$ cat config.mk
export PLATFORM = sky130hd
export DESIGN_NAME = latch_write_ctrl_flat
export DESIGN_NICKNAME = d
export VERILOG_FILES = /design/src/rtl/latch_pkg.sv /design/src/rtl/latch_write_ctrl_if.sv /design/src/rtl/latch_write_ctrl_sync2.sv /design/src/rtl/latch_write_ctrl.sv /design/src/flat_wrapper.sv
export SDC_FILE = /design/constraint.sdc
export NUM_CORES = 1
export LEC_CHECK = 0
export ABC_AREA = 0
export BUFFER_PORTS_ARGS = -buffer_cell sky130_fd_sc_hd__buf_2
export CAP_MARGIN = 25
export CELL_PAD_IN_SITES_DETAIL_PLACEMENT = 2
export CELL_PAD_IN_SITES_GLOBAL_PLACEMENT = 2
export CORE_UTILIZATION = 35
export CTS_CLUSTER_DIAMETER = 40
export DETAILED_ROUTE_END_ITERATION = 6
export PLACE_DENSITY = 0.75
export SETUP_SLACK_MARGIN = 0.2
export SYNTH_ARGS = -nofsm -noshare
export SYNTH_HDL_FRONTEND = slang
export SYNTH_SLANG_ARGS = --single-unit
export TNS_END_PERCENT = 100
$ cat constraint.sdc
create_clock -name clk -period 2.5 [get_ports clk]
set_input_delay 0 -clock clk [delete_from_list [all_inputs] [get_ports clk]]
set_output_delay 0 -clock clk [all_outputs]
set_load 0.05 [all_outputs]
$ cat src/rtl/latch_pkg.sv
// rtl/latch_pkg.sv - shared types, default timing and rail-pair decode for the latch writer
package latch_pkg;

    typedef enum logic [2:0] {
        IDLE,
        SETUP,
        PULSE,
        HOLD,
        SETTLE,
        CHECK
    } lw_state_t;

    localparam int SETUP_CYC_DEF  = 2;
    localparam int PULSE_CYC_DEF  = 4;
    localparam int HOLD_CYC_DEF   = 2;
    localparam int SETTLE_CYC_DEF = 3;
    localparam int CNT_W_DEF      = 8;

    typedef struct packed {
        logic valid;
        logic value;
    } rail_t;

    // Complementary rails: a legal pair has exactly one rail high; q0 carries the bit.
    function automatic rail_t rail_decode(input logic q0, input logic q1);
        rail_t r;
        r.valid = q0 ^ q1;
        r.value = q0;
        return r;
    endfunction

endpackage

$ cat src/rtl/latch_write_ctrl_if.sv
// rtl/latch_write_ctrl_if.sv - request handshake, latch pins and status bundle
// master: the write controller; slave: request source plus latch cell
interface latch_write_ctrl_if;
    logic req_valid;
    logic req_data;
    logic req_ready;
    logic lat_d;
    logic lat_e;
    logic lat_q0;
    logic lat_q1;
    logic busy;
    logic done;
    logic err;

    modport master (
        input  req_valid, req_data, lat_q0, lat_q1,
        output req_ready, lat_d, lat_e, busy, done, err
    );

    modport slave (
        output req_valid, req_data, lat_q0, lat_q1,
        input  req_ready, lat_d, lat_e, busy, done, err
    );
endinterface

$ cat src/rtl/latch_write_ctrl_sync2.sv
// rtl/latch_write_ctrl_sync2.sv - 1-bit two-flop synchroniser, async active-low reset to 0
// ports: clk, rst_n, d (asynchronous input), q (synchronised output)
module sync2 (
    input  logic clk,
    input  logic rst_n,
    input  logic d,
    output logic q
);
    logic meta_q;

    always_ff @(posedge clk or negedge rst_n) begin
        if (!rst_n) begin
            meta_q <= 1'b0;
            q      <= 1'b0;
        end else begin
            meta_q <= d;
            q      <= meta_q;
        end
    end
endmodule

$ cat src/rtl/latch_write_ctrl.sv
// rtl/latch_write_ctrl.sv - sequences setup/pulse/hold/settle around a gated D-latch write and checks readback
// ports: clk, rst_n (async active-low); bus (master): req_valid/req_data/req_ready handshake,
//        lat_d/lat_e latch pins, lat_q0/lat_q1 readback rails, busy/done/err status
module latch_write_ctrl
    import latch_pkg::*;
#(
    parameter int SETUP_CYC  = SETUP_CYC_DEF,
    parameter int PULSE_CYC  = PULSE_CYC_DEF,
    parameter int HOLD_CYC   = HOLD_CYC_DEF,
    parameter int SETTLE_CYC = SETTLE_CYC_DEF,
    parameter int CNT_W      = CNT_W_DEF
) (
    input logic               clk,
    input logic               rst_n,
    latch_write_ctrl_if.master bus
);

    localparam logic [CNT_W-1:0] SETUP_LD  = CNT_W'(SETUP_CYC - 1);
    localparam logic [CNT_W-1:0] PULSE_LD  = CNT_W'(PULSE_CYC - 1);
    localparam logic [CNT_W-1:0] HOLD_LD   = CNT_W'(HOLD_CYC - 1);
    localparam logic [CNT_W-1:0] SETTLE_LD = CNT_W'(SETTLE_CYC - 1);

    lw_state_t        state_q, state_d;
    logic [CNT_W-1:0] cnt_q, cnt_d;
    logic             dreg_q, dreg_d;
    logic             lat_d_q, lat_d_d;
    logic             lat_e_q, lat_e_d;
    logic             ready_q, ready_d;
    logic             busy_q, busy_d;
    logic             done_q, done_d;
    logic             err_q, err_d;
    logic             q0_s, q1_s;
    rail_t            rd;

    sync2 u_sync_q0 (.clk(clk), .rst_n(rst_n), .d(bus.lat_q0), .q(q0_s));
    sync2 u_sync_q1 (.clk(clk), .rst_n(rst_n), .d(bus.lat_q1), .q(q1_s));

    always_comb begin
        state_d = state_q;
        cnt_d   = cnt_q;
        dreg_d  = dreg_q;
        done_d  = 1'b0;
        err_d   = err_q;
        rd      = rail_decode(q0_s, q1_s);

        case (state_q)
            IDLE: begin
                if (bus.req_valid && ready_q) begin
                    dreg_d  = bus.req_data;
                    cnt_d   = SETUP_LD;
                    state_d = SETUP;
                end
            end
            SETUP: begin
                if (cnt_q == '0) begin
                    cnt_d   = PULSE_LD;
                    state_d = PULSE;
                end else begin
                    cnt_d = cnt_q - 1'b1;
                end
            end
            PULSE: begin
                if (cnt_q == '0) begin
                    cnt_d   = HOLD_LD;
                    state_d = HOLD;
                end else begin
                    cnt_d = cnt_q - 1'b1;
                end
            end
            HOLD: begin
                if (cnt_q == '0) begin
                    cnt_d   = SETTLE_LD;
                    state_d = SETTLE;
                end else begin
                    cnt_d = cnt_q - 1'b1;
                end
            end
            SETTLE: begin
                if (cnt_q == '0) begin
                    state_d = CHECK;
                end else begin
                    cnt_d = cnt_q - 1'b1;
                end
            end
            CHECK: begin
                state_d = IDLE;
                done_d  = 1'b1;
                err_d   = !rd.valid || (rd.value != dreg_q);
            end
            default: state_d = IDLE;
        endcase

        // Outputs are registered from the next state so they line up with the state they describe.
        // dreg only moves on acceptance (lat_e is low then), so lat_d can never change under a pulse.
        lat_d_d = dreg_d;
        lat_e_d = (state_d == PULSE);
        ready_d = (state_d == IDLE);
        busy_d  = (state_d != IDLE);
    end

    always_ff @(posedge clk or negedge rst_n) begin
        if (!rst_n) begin
            state_q <= IDLE;
            cnt_q   <= '0;
            dreg_q  <= 1'b0;
            lat_d_q <= 1'b0;
            lat_e_q <= 1'b0;
            ready_q <= 1'b1;
            busy_q  <= 1'b0;
            done_q  <= 1'b0;
            err_q   <= 1'b0;
        end else begin
            state_q <= state_d;
            cnt_q   <= cnt_d;
            dreg_q  <= dreg_d;
            lat_d_q <= lat_d_d;
            lat_e_q <= lat_e_d;
            ready_q <= ready_d;
            busy_q  <= busy_d;
            done_q  <= done_d;
            err_q   <= err_d;
        end
    end

    assign bus.lat_d     = lat_d_q;
    assign bus.lat_e     = lat_e_q;
    assign bus.req_ready = ready_q;
    assign bus.busy      = busy_q;
    assign bus.done      = done_q;
    assign bus.err       = err_q;

endmodule

$ cat src/flat_wrapper.sv
// flat-port wrapper written by rule: the top's interface ports become plain ports
module latch_write_ctrl_flat import latch_pkg::*;
#(
    parameter int SETUP_CYC  = SETUP_CYC_DEF,
    parameter int PULSE_CYC  = PULSE_CYC_DEF,
    parameter int HOLD_CYC   = HOLD_CYC_DEF,
    parameter int SETTLE_CYC = SETTLE_CYC_DEF,
    parameter int CNT_W      = CNT_W_DEF
)
  (clk, rst_n, bus_req_valid, bus_req_data, bus_lat_q0, bus_lat_q1, bus_req_ready, bus_lat_d, bus_lat_e, bus_busy, bus_done, bus_err);
  latch_write_ctrl_if bus_i ();
  input logic clk;
  input logic rst_n;
  input wire logic [$bits(bus_i.req_valid)-1:0] bus_req_valid;
  input wire logic [$bits(bus_i.req_data)-1:0] bus_req_data;
  input wire logic [$bits(bus_i.lat_q0)-1:0] bus_lat_q0;
  input wire logic [$bits(bus_i.lat_q1)-1:0] bus_lat_q1;
  output wire logic [$bits(bus_i.req_ready)-1:0] bus_req_ready;
  output wire logic [$bits(bus_i.lat_d)-1:0] bus_lat_d;
  output wire logic [$bits(bus_i.lat_e)-1:0] bus_lat_e;
  output wire logic [$bits(bus_i.busy)-1:0] bus_busy;
  output wire logic [$bits(bus_i.done)-1:0] bus_done;
  output wire logic [$bits(bus_i.err)-1:0] bus_err;
  assign bus_i.req_valid = bus_req_valid;
  assign bus_i.req_data = bus_req_data;
  assign bus_i.lat_q0 = bus_lat_q0;
  assign bus_i.lat_q1 = bus_lat_q1;
  assign bus_req_ready = bus_i.req_ready;
  assign bus_lat_d = bus_i.lat_d;
  assign bus_lat_e = bus_i.lat_e;
  assign bus_busy = bus_i.busy;
  assign bus_done = bus_i.done;
  assign bus_err = bus_i.err;
  latch_write_ctrl #(.SETUP_CYC(SETUP_CYC), .PULSE_CYC(PULSE_CYC), .HOLD_CYC(HOLD_CYC), .SETTLE_CYC(SETTLE_CYC), .CNT_W(CNT_W)) u_core (.clk(clk), .rst_n(rst_n), .bus(bus_i));
endmodule
---- Yosys cells after proc, flatten, opt, wreduce, memory -nomap -nowiden ----
Cells that the tools add are included.
cells by class
  mux-type cells .......................... 13
  reductions and logical operators ........ 10
  bitwise logic cells ..................... 1
  eq/ne operators ......................... 9
  add/sub/neg operators ................... 1
operators by type and width
  kind                                                                      count
  8-bit two-way mux                                                         5
  8-bit case mux with 5 select lines                                        1
  3-bit two-way mux                                                         5
  3-bit case mux with 5 select lines                                        1
  3-bit by 2-bit equality test with 1-bit output (second input constant)    3
  8-bit logical NOT                                                         1
  8-bit by 1-bit subtractor with 8-bit output (second input constant)       1
  3-bit equality test (second input constant)                               2
  3-bit logical NOT                                                         2
  5-bit nonzero test                                                        1
  3-bit by 1-bit equality test with 1-bit output (second input constant)    1
  3-bit AND reduction                                                       1
  3-bit nonzero test                                                        1
  2-bit by 1-bit inequality test with 1-bit output (second input constant)  1
  2-bit inequality test (second input constant)                             1
  2-bit AND reduction                                                       1
  1-bit logical AND                                                         1
  1-bit logical NOT                                                         1
  1-bit logical OR                                                          1
  1-bit two-way mux                                                         1
  1-bit inequality test                                                     1
  1-bit XOR                                                                 1
word-level totals
  bits of input ports ..................... 6
  word-level logic and storage cells ...... 46
  register bits ........................... 21
  output and inout port bits .............. 6

---- Longest topological paths before layout ----
Gate-level depths: netlist of the first run.
  depth after elaboration ................. 4
  mapped depth ............................ 7
  mapped depth without buffers ............ 6

---- By module ----
Synthesis of the first run repeated with hierarchy kept, for this count alone.
unflattened totals
  cells, all modules ...................... 115
  area total of the unflattened synthesis .. 1153.6 sq um
by module, submodules not included
  module            area each (sq um)  cells an instance  seq. area each (sq um)  times used
  latch_write_ctrl  1053.5             111                426.7                   1
  sync2             50.0               2                  50.0                    2

---- Worst setup path after synthesis of the first run ----
OpenSTA, ideal clock, no wires.
  path type ............................... flip-flop to flip-flop
  start ................................... register u_core.cnt_q[0]
  end ..................................... register u_core.cnt_q[2]
  library setup time ...................... 130 ps
  path buffers ............................ 1
  clock period less this slack ............ 2011 ps
  required time ........................... 2370 ps
  arrival ................................. 1881 ps
  slack ................................... 489 ps
  stages on the path, launching flop included .. 8
  path through ............................ dfrtp_1 -> inv_1 -> ha_1 -> or3b_4 -> or3_4 -> buf_2 -> a22oi_1 -> o21ai_0
on the way
  cells in the longest elaborated chain, start to end .. 3
  elaborated cells between the ends (all ways) .. 9
ends and longest elaborated chain
  element                                                                           line                     text
  start, declared                                                                   latch_write_ctrl.sv:24   logic [CNT_W-1:0] cnt_q, cnt_d;
  start signal, assigned                                                            latch_write_ctrl.sv:114  cnt_q <= cnt_d;
  8-bit by 1-bit subtractor with 8-bit output or 8-bit logical NOT (tied branches)  -
  8-bit two-way mux (tied with other cells)                                         latch_write_ctrl.sv:79   if (cnt_q == '0) begin
  8-bit case mux with 5 select lines or 3-bit AND reduction (tied branches)         -
Several ways; a longest one is shown, not always the timed one. The select of a mux whose other input is x is not followed.
A chain may end at the register's enable or synchronous reset.

---- Worst setup path after layout of the first run ----
  start ................................... register u_core.cnt_q[0]
  end ..................................... register u_core.cnt_q[0]
The elaborated chain is that of the path after synthesis.

==> results of run 1 <==
==> where the power goes <==
group	total [mW]	internal, mW	switching [mW]
clock	0.169	0.0599	0.110
combinational	0.0165	0.00733	0.00919
sequential	0.344	0.343	0.00125
total	0.530	0.410	0.120
==> flip-flops by register name (all words and copies together), names as in the netlist <==
register	cells
u_core.cnt_q	8
u_core.state_q	3
u_core.bus.busy	1
u_core.bus.done	1
u_core.bus.err	1
u_core.bus.lat_e	1
u_core.bus.req_ready	1
u_core.dreg_q	1
u_core.u_sync_q0.meta_q	1
u_core.u_sync_q0.q	1
u_core.u_sync_q1.meta_q	1
u_core.u_sync_q1.q	1
==> cell type report <==
cell class / count / area share (%)
well taps: 31 / 3.260
flip-flops and latches: 21 / 44.37
clock buffers: 3 / 1.893
repair buffers: 16 / 8.622
inverters: 4 / 1.262
multi-input cells: 79 / 40.17
clock inverters: 1 / 0.4206
==> cells in the final DEF, fill, tap and decap left out, types with 2 or more instances in the layout <==
cell type and n:
clkbuf_4 3, nor2b_1 3, dlygate4sd3_1 4, o21ai_0 8, nor2_1 9, nand3_1 6, nor3_1 7, o31ai_1 2
nand2_1 11, dfrtp_1 19, mux2_2 2, a21oi_1 6, buf_2 11, inv_1 4, o211ai_1 2, nor4_1 2
==> per-stage QoR <==
stage | cells | worst slack (ps) | util, % | instance area (sq um) | total power, mW
3_3_place_gp | 147 | 331.6 | 40.22 | 1119 | 0.3619
2_1_floorplan | 108 | 489.1 | - | 1041 | 0.3512
6_report | 155 | 300.4 | 42.78 | 1190 | 0.5302
3_5_place_dp | 147 | 254.7 | 40.22 | 1119 | 0.3629
4_1_cts | 155 | 216.0 | 42.65 | 1186 | 0.5418
5_1_grt | 155 | 202.6 | 42.78 | 1190 | 0.5562
==> cell families (layout without fill, tap and decap cells) <==
| group | Yosys count | after routing | synth area share, % |
|---|---|---|---|
| DFF | 21 | 21 | 50.60 |
| buffers and inverters | 8 | 24 | 3.725 |
| adders and majority gates | 1 | 1 | 1.202 |
| AOI/OAI and AO/OA | 28 | 28 | 17.31 |
| and+or+nand+nor | 47 | 47 | 24.16 |
| muxes | 2 | 2 | 2.163 |
| xor gates and xnor gates | 1 | 1 | 0.8415 |
==> synthesized netlist by cell type, drive strengths merged (3+ instances only) <==
master / number / share of area (%)
dfrtp: 20 / 48
nand2: 11 / 4.0
nor2: 9 / 3.2
o21ai: 8 / 3.8
nor3: 7 / 3.4
a21oi: 6 / 2.9
nand3: 6 / 2.9
inv: 4 / 1.4
nor2b: 3 / 1.8
nor4: 3 / 2.4
==> repair_timing <==
action                                  4_1_cts  5_1_grt
endpoints found under the setup margin        0        2
resized for setup                             0        2
hold buffers                                  4        0
endpoints found under the hold margin        24        0
==> worst paths after layout <==
kind / startpoint / end / slack [ps] / depth (start not counted)
min reg2reg: u_core.u_sync_q1.meta_q$_DFF_PN0_ / u_core.u_sync_q1.q$_DFF_PN0_ / 370 / 0
min: bus_req_valid / u_core.dreg_q$_DFFE_PN0P_ / 40 / 3
min in group asynchronous: rst_n / u_core.dreg_q$_DFFE_PN0P_ / 160 / 2
max in group asynchronous: rst_n / u_core.bus.req_ready$_DFF_PN1_ / 1970 / 2
max reg2reg: u_core.cnt_q[0]$_DFFE_PN0P_ / u_core.cnt_q[0]$_DFFE_PN0P_ / 300 / 6
max: u_core.cnt_q[0]$_DFFE_PN0P_ / u_core.cnt_q[0]$_DFFE_PN0P_ / 300 / 6
==> worst max-delay path: cells and delay by family, from the launching register on <==
family        cells  cell delay, ps
fa+ha+maj         1             230
buf+inv           1             110
flops             1             470
simple gates      4            1310
==> layer usage <==
metal / vias to the layer above / global-route usage [%] / part of all wire (%)
met5: - / 0 / 0
met4: 0 / 8.362 / 3.0
met3: 8 / 2.995 / 3.0
met2: 20 / 33.11 / 50
met1: 458 / 24.93 / 44
li1: 430 / - / -
==> results.py, run 1 <==
metrics = {
    "run_status": {
        "status": "complete, no violations",
    },
    "yosys": {
        "syn_nets": 115,
        "synthFlopType": "dfrtp_1",
        "yosysSeqAreaShare_pct": 50.60,
        "postSynthCellCount": 108,
        "ys_types": 38,
        "syn_avg_cell_area_sq_um": 9.639,
        "synth_seq_cells": 21,
        "synth_edf_count": 0,
        "synthesis.area_sq_um": 1041,
        "ys_async_sr_fraction_pct": 100.0,
        "yosys_warnings": 0,
    },
    "power": {
        "vdd_drop_max_mv": 0.3100,
        "power_per_cell_area_nw_per_um2": 445.6,
        "p_leak_nw": 0.5213,
    },
    "layout": {
        "num-fill-cells": 318,
        "synthToLayoutAreaGrowth_pct": 14.30,
        "layout.nets": 132,
        "multi_input_area_sq_um": 478.0,
        "drive_gt1_share_pct": 20.16,
        "seq_area_sq_um": 528.0,
        "diodes": 0,
    },
    "global_routing": {
        "antenna_found_initial": 0,
        "grt_pass1_vias": 981,
        "grt_usage_pct": 19.66,
        "grt_first_pass_wirelength_um": 4802,
        "grt_max_degree": 22,
        "grt-ovfl-total": 0,
    },
    "clock_tree": {
        "cts_made_buffers": 3,
        "clkLatencyLatePin_ps": 320,
        "root_buffer": "clkbuf_4",
        "clock_path_buffers": 2,
        "htreeDepth": 1,
        "cts_num_sinks": 21,
        "tritoncts": "yes",
        "clkSlewWorstSetupHoldPaths_ps": 130,
        "postCtsSetupRepairBufs": 0,
    },
    "floorplan": {
        "dieArea_sq_um": 3196,
        "num_rows": 19,
        "ios": 12,
        "die_w_um": 56.54,
        "start_util_pct": 37.43,
        "core-area_sq_um": 2781,
        "die_height_um": 56.54,
    },
    "sta": {
        "hold_viol": 0,
        "whs_ps": 39.92,
        "layout_min_cycle_time_ps": 2200,
        "rsz0062_at_grt": "false",
        "worst_pin_slew_ps": 534.3,
        "slew_viol_final": 0,
        "min_period_over_period_pct": 87.99,
        "final.setup.tns_ps": 0,
        "setup_violations": 0,
        "fmax_ghz": 0.4546,
        "fin_skew_ps": 13.58,
        "slew_headroom_pct": 64.11,
    },
    "route": {
        "drt-total-wl_um": 2776,
        "drc": 0,
        "drt_first_pass_iters": 4,
        "drt_iter0_drc": 28,
        "num_vias": 916,
        "final_antenna_net_count": 0,
        "via_per_inst": 5.910,
        "wl_per_cell_um": 17.91,
    },
    "critical_path": {
        "crit_arrival_ps": 2430,
        "crit_chain": "inv_1, ha_2, or3b_4, or3_4, and4_4, nor4_2",
        "critPathMaxStageDelay_ps": 470,
        "required_ps": 2740,
        "cp-end-kind": "register",
        "crit_type": "reg -> reg",
        "crit_slowest_cell": "dfrtp_2",
        "cp-start-kind": "register",
        "crit_fanout": 14,
    },
    "worst_hold_path": {
        "hp-class": "in -> reg",
    },
    "place": {
        "portBuffers": 11,
        "place.gp.congestion": 0.7692,
        "dp.final_hpwl_um": 1977,
    },
    "flow_run": {
        "maxCapViolCount": 0,
    },
}
Power figures use the tool's default switching activity.
==> run 2, diff against run 1 <==
- REMOVE_ABC_BUFFERS: default -> 1
- SETUP_SLACK_MARGIN: 0.2 -> 0.4
==> results.py, run 2 (synthesis results as in run 1) <==
metrics = {
    "critical_path": {
        "critPathBufInv": 2,
        "reg2reg_slack_ps": 430,
        "reg2reg_from": "u_core.cnt_q[1]$_DFFE_PN0P_",
        "critPathMaxStageDelay_ps": 440,
        "crit_arrival_ps": 2320,
        "cp_top_family": "simple AND/OR/NAND/NOR gates",
        "crit_chain": "inv_2, ha_4, or3b_4, or3_4, buf_4, o21ai_0, a211o_1",
        "crit_slowest_cell": "dfrtp_1",
        "crit_fanout": 8,
        "required_ps": 2760,
        "cp-end-kind": "register",
        "cp-start-kind": "register",
        "crit_type": "reg -> reg",
        "startpoint": "u_core.cnt_q[1]$_DFFE_PN0P_",
    },
    "route": {
        "via_per_inst": 5.615,
        "drt-total-wl_um": 2930,
        "wl_per_cell_um": 18.20,
        "drt_first_pass_iters": 2,
        "drt_iter0_drc": 21,
        "num_vias": 904,
        "final_antenna_net_count": 0,
        "drc": 0,
    },
    "sta": {
        "setup_violations": 0,
        "layout_min_cycle_time_ps": 2065,
        "hold_viol": 0,
        "rsz0062_at_grt": "true",
        "fin_skew_ps": 2.776,
        "fmax_ghz": 0.4842,
        "slew_headroom_pct": 64.42,
        "min_period_over_period_pct": 82.61,
        "slew_viol_final": 0,
        "fin_ws_ps": 434.9,
        "worst_pin_slew_ps": 531.8,
        "final.setup.tns_ps": 0,
    },
    "clock_tree": {
        "clock_path_buffers": 2,
        "root_buffer": "clkbuf_4",
        "cts_num_sinks": 21,
        "clkSlewWorstSetupHoldPaths_ps": 120,
        "cts_made_buffers": 3,
        "htreeDepth": 1,
        "tritoncts": "yes",
        "clkLatencyLatePin_ps": 300,
    },
    "layout": {
        "diodes": 0,
        "regMostFlops": "u_core.cnt_q",
        "final_core_util_pct": 45.30,
        "drive_gt1_share_pct": 25.38,
        "largestRegisters": "u_core.cnt_q (8), u_core.state_q (3)",
        "synthToLayoutAreaGrowth_pct": 21.03,
        "layout_commonest_cell": "dfrtp_1",
        "largest_reg_flops": 8,
        "finalInstanceArea_sq_um": 1260,
        "final_cell_mix": "dfrtp_1, nand2_1, buf_2, nor2_1, o21ai_0",
        "layout.nets": 138,
    },
    "floorplan": {
        "start_util_pct": 37.43,
        "dieArea_sq_um": 3196,
        "ios": 12,
        "die_height_um": 56.54,
        "num_rows": 19,
        "die_w_um": 56.54,
        "core-area_sq_um": 2781,
    },
    "flow_run": {
        "maxCapViolCount": 0,
    },
    "global_routing": {
        "grt_pass1_vias": 944,
        "grt-ovfl-total": 0,
        "grt_usage_pct": 20.33,
        "grt_max_degree": 22,
        "antenna_found_initial": 0,
        "grt_first_pass_wirelength_um": 4836,
        "gr-usage-met1_pct": 26.36,
        "grt_use_met2_pct": 33.95,
        "global_route.usage.met3_pct": 2.765,
        "top_usage_layer": "met2",
    },
    "place": {
        "place_ws_ps": 260.0,
        "place.gp.congestion": 0.7716,
        "portBuffers": 11,
        "dp.final_hpwl_um": 1933,
        "dpl_cell_area_sq_um": 1119,
    },
    "run_status": {
        "status": "complete, no violations",
    },
    "power": {
        "fin_total_pwr_mw": 0.5271,
        "power_per_cell_area_nw_per_um2": 418.3,
        "p_leak_nw": 0.5419,
        "vdd_drop_max_mv": 0.2626,
    },
    "worst_hold_path": {
        "hp-start": "bus_req_valid",
        "hp-class": "in -> reg",
    },
}
==> run 2: layer usage <==
metal / vias to the layer above / wire length, um
met5: - / 0
met4: 0 / 42
met3: 4 / 46
met2: 10 / 1474
met1: 453 / 1366
li1: 437 / -
==> run 2: layout make-up <==
| class | instances | area [sq um] |
|---|---|---|
| clock buffers | 4 | 26.28 |
| fillers | 309 | 1521 |
| inverters | 4 | 15.01 |
| multi-input cells | 79 | 505.5 |
| flip-flops and latches | 21 | 526.8 |
| well taps | 31 | 38.79 |
| repair buffers | 22 | 147.6 |
==> run 2: worst min-delay path: stages <==
cell and delay [ps]:
buf_2 110, nand3_1 90, mux2_2 160
==> run 2: worst paths after layout <==
check	to	depth (start not counted)
min in group asynchronous	u_core.bus.err$_DFFE_PN0P_	2
worst min-delay path	u_core.dreg_q$_DFFE_PN0P_	3
worst max-delay path	u_core.cnt_q[1]$_DFFE_PN0P_	7
max in group asynchronous	u_core.bus.req_ready$_DFF_PN1_	2
worst max register to register	u_core.cnt_q[1]$_DFFE_PN0P_	7
worst min register to register	u_core.u_sync_q0.q$_DFF_PN0_	0
==> run 2: repair_timing <==
action / in CTS / in global routing
hold buffers: 4 / 0
setup endpoints to repair: 3 / 7
setup buffers: 3 / 3
resized for setup: 1 / 6
pin swaps: 1 / 2
hold endpoints to repair: 24 / 0
==> run 2: through the flow <==
| step | instances | hold slack [ps] |
|---|---|---|
| 6_report | 161 | 81.45 |
| 4_1_cts | 158 | 79.73 |
| 5_1_grt | 161 | 87.94 |
| 2_1_floorplan | 104 | -295.6 |
| 3_3_place_gp | 147 | -22.28 |
| 3_5_place_dp | 147 | -12.33 |
==> run 2: power by group <==
group / internal (mW) / switching, mW
clock: 0.0623 / 0.104
combinational: 0.00732 / 0.00903
sequential: 0.343 / 0.00123
total: 0.412 / 0.115
==> run 3, diff against run 2 <==
- ABC_AREA: 0 -> 1
- CORE_UTILIZATION: 35 -> 30
- PLACE_DENSITY: 0.75 -> 0.71
- clock period: 2.5 -> 1.67 ns (I/O delays scaled with it)
==> results.py, run 3 <==
metrics = {
    "global_routing": {
        "antenna_found_initial": 0,
        "grt-ovfl-total": 0,
        "grt_usage_pct": 16.95,
        "grt_max_degree": 22,
        "grt_pass1_vias": 1034,
        "grt_first_pass_wirelength_um": 5085,
    },
    "floorplan": {
        "num_rows": 21,
        "start_util_pct": 32.21,
        "die_height_um": 62.79,
        "die_w_um": 62.79,
        "dieArea_sq_um": 3943,
        "ios": 12,
        "core-area_sq_um": 3442,
    },
    "sta": {
        "hold_viol": 0,
        "fin_skew_ps": 4.064,
        "whs_ps": 1.155,
        "worst_pin_slew_ps": 479.1,
        "layout_min_cycle_time_ps": 1524,
        "final.setup.tns_ps": 0,
        "slew_headroom_pct": 68.06,
        "slew_viol_final": 0,
        "setup_violations": 0,
        "fin_ws_ps": 146.2,
        "rsz0062_at_grt": "true",
        "min_period_over_period_pct": 91.25,
        "fmax_ghz": 0.6562,
    },
    "clock_tree": {
        "clkSlewWorstSetupHoldPaths_ps": 80,
        "clock_path_buffers": 2,
        "cts_num_sinks": 21,
        "tritoncts": "yes",
        "clkLatencyLatePin_ps": 260,
        "htreeDepth": 1,
        "root_buffer": "clkbuf_8",
        "cts_made_buffers": 3,
    },
    "power": {
        "vdd_drop_max_mv": 0.2037,
        "fin_total_pwr_mw": 0.8771,
        "power_per_cell_area_nw_per_um2": 591.6,
        "p_leak_nw": 0.7653,
    },
    "flow_run": {
        "maxCapViolCount": 0,
    },
    "yosys": {
        "yosysMostFrequentCell": "nand2_1",
        "syn_avg_cell_area_sq_um": 8.151,
        "synthesis.area_sq_um": 1109,
        "synthTopCellsByArea": "dfrtp_1, nand2_1, inv_1, nand3_1, nor2_1",
        "synthFlopType": "dfrtp_1",
        "yosys_warnings": 0,
        "ys_async_sr_fraction_pct": 100.0,
        "yosysTopAreaCell": "dfrtp_1",
        "synth_seq_cells": 21,
        "yosysSeqAreaShare_pct": 47.52,
        "synth_edf_count": 0,
        "synth_common_cells": "nand2_1, dfrtp_1, inv_1",
        "yosys.area.top_type_share_pct": 45.15,
        "postSynthCellCount": 136,
        "ys_types": 24,
    },
    "critical_path": {
        "cp-start-kind": "register",
        "required_ps": 1870,
        "crit_type": "reg -> reg",
        "crit_fanout": 6,
        "crit_arrival_ps": 1730,
        "cp-end-kind": "register",
    },
    "route": {
        "drc": 0,
        "via_per_inst": 4.704,
        "final_antenna_net_count": 0,
        "num_vias": 1002,
        "wl_per_cell_um": 15.19,
        "drt_iter0_drc": 23,
        "drt_first_pass_iters": 4,
        "drt-total-wl_um": 3236,
    },
    "layout": {
        "finalInstanceArea_sq_um": 1483,
        "drive_gt1_share_pct": 42.51,
        "largestRegisters": "u_core.cnt_q (8), u_core.state_q (3)",
        "synthToLayoutAreaGrowth_pct": 33.75,
        "diodes": 0,
        "final_cell_mix": "nand2_1, dfrtp_1, inv_1, nor2_1",
        "largest_reg_flops": 8,
        "layout_commonest_cell": "nand2_1",
        "layout.nets": 175,
        "regMostFlops": "u_core.cnt_q",
    },
    "place": {
        "portBuffers": 11,
        "place.gp.congestion": 0.7034,
        "dpl_cell_area_sq_um": 1210,
        "dp.final_hpwl_um": 2054,
        "place_ws_ps": 1.983,
    },
    "worst_hold_path": {
        "hp-class": "in -> reg",
    },
    "run_status": {
        "status": "complete, no violations",
    },
}
## run 3: worst paths after layout
path / start / to / slack (ps) / depth (start not counted)
hold / removal: bus_req_data / u_core.dreg_q$_DFFE_PN0P_ / 1 / 3
max in group asynchronous: rst_n / u_core.state_q[2]$_DFF_PN0_ / 1100 / 2
setup reg to reg: u_core.cnt_q[1]$_DFFE_PN0P_ / u_core.cnt_q[2]$_DFFE_PN0P_ / 150 / 10
min in group asynchronous: rst_n / u_core.cnt_q[0]$_DFFE_PN0P_ / 220 / 2
setup / recovery: u_core.cnt_q[1]$_DFFE_PN0P_ / u_core.cnt_q[2]$_DFFE_PN0P_ / 150 / 10
hold reg to reg: u_core.u_sync_q1.meta_q$_DFF_PN0_ / u_core.u_sync_q1.q$_DFF_PN0_ / 360 / 0
## run 3: layout make-up
cell class / instances / area, sq um
Timing Repair Buffer: 27 / 190.2
Fill cell: 399 / 1959
Clock buffer: 3 / 41.29
Clock inverter: 1 / 5.005
Multi-Input combinational cell: 90 / 554.3
Tap cell: 46 / 57.56
Inverter: 25 / 103.9
Sequential cell: 21 / 530.5
## run 3: per-stage QoR
step	std cells	utilization, %
detailed placement	192	35.15
global route	213	43.08
CTS	206	40.46
finish	213	43.08
global placement	192	35.15
floorplan	135	-
## run 3: layer usage
layer  GRT usage, %  part of all wire, %  up-vias
li1               -                    -      486
met1          21.99                   48      505
met2          28.67                   50        9
met3          2.190                  1.7        2
met4          6.105                 0.68        0
met5              0                    0        -
## run 3: kinds of logic (layout without fill, tap and decap cells)
kind of cell | count (synthesis) | in the layout | share of synthesized area, %
simple gates | 78 | 79 | 36.57
flops | 21 | 21 | 47.52
fa+ha+maj | 1 | 1 | 1.128
buf+inv | 26 | 56 | 9.932
compound gates | 10 | 10 | 4.854
## run 3: power breakdown
part | leakage, nW | switching [mW] | total (mW) | internal, mW
clock network | 0.0255 | 0.174 | 0.340 | 0.166
logic | 0.504 | 0.0127 | 0.0222 | 0.00949
registers | 0.236 | 0.00208 | 0.515 | 0.513
## run 3: worst max-delay path, cell delays in order (launching register included)
cell and delay, ps:
dfrtp_1 400, inv_2 80, ha_4 140, nand3_4 90
nor2_4 230, nand2_4 120, nand2_4 120, inv_6 50
nand2_8 70, nand2_1 80, nor2_2 80
## run 3: timing repair
| action | 4_1_cts | 5_1_grt |
|---|---|---|
| endpoints found under the hold margin | 22 | 0 |
| pin swaps | 7 | 5 |
| endpoints found under the setup margin | 12 | 13 |
| setup buffers | 6 | 7 |
| gates cloned | 1 | 0 |
| hold buffers | 3 | 0 |
| gates resized for setup | 17 | 12 |
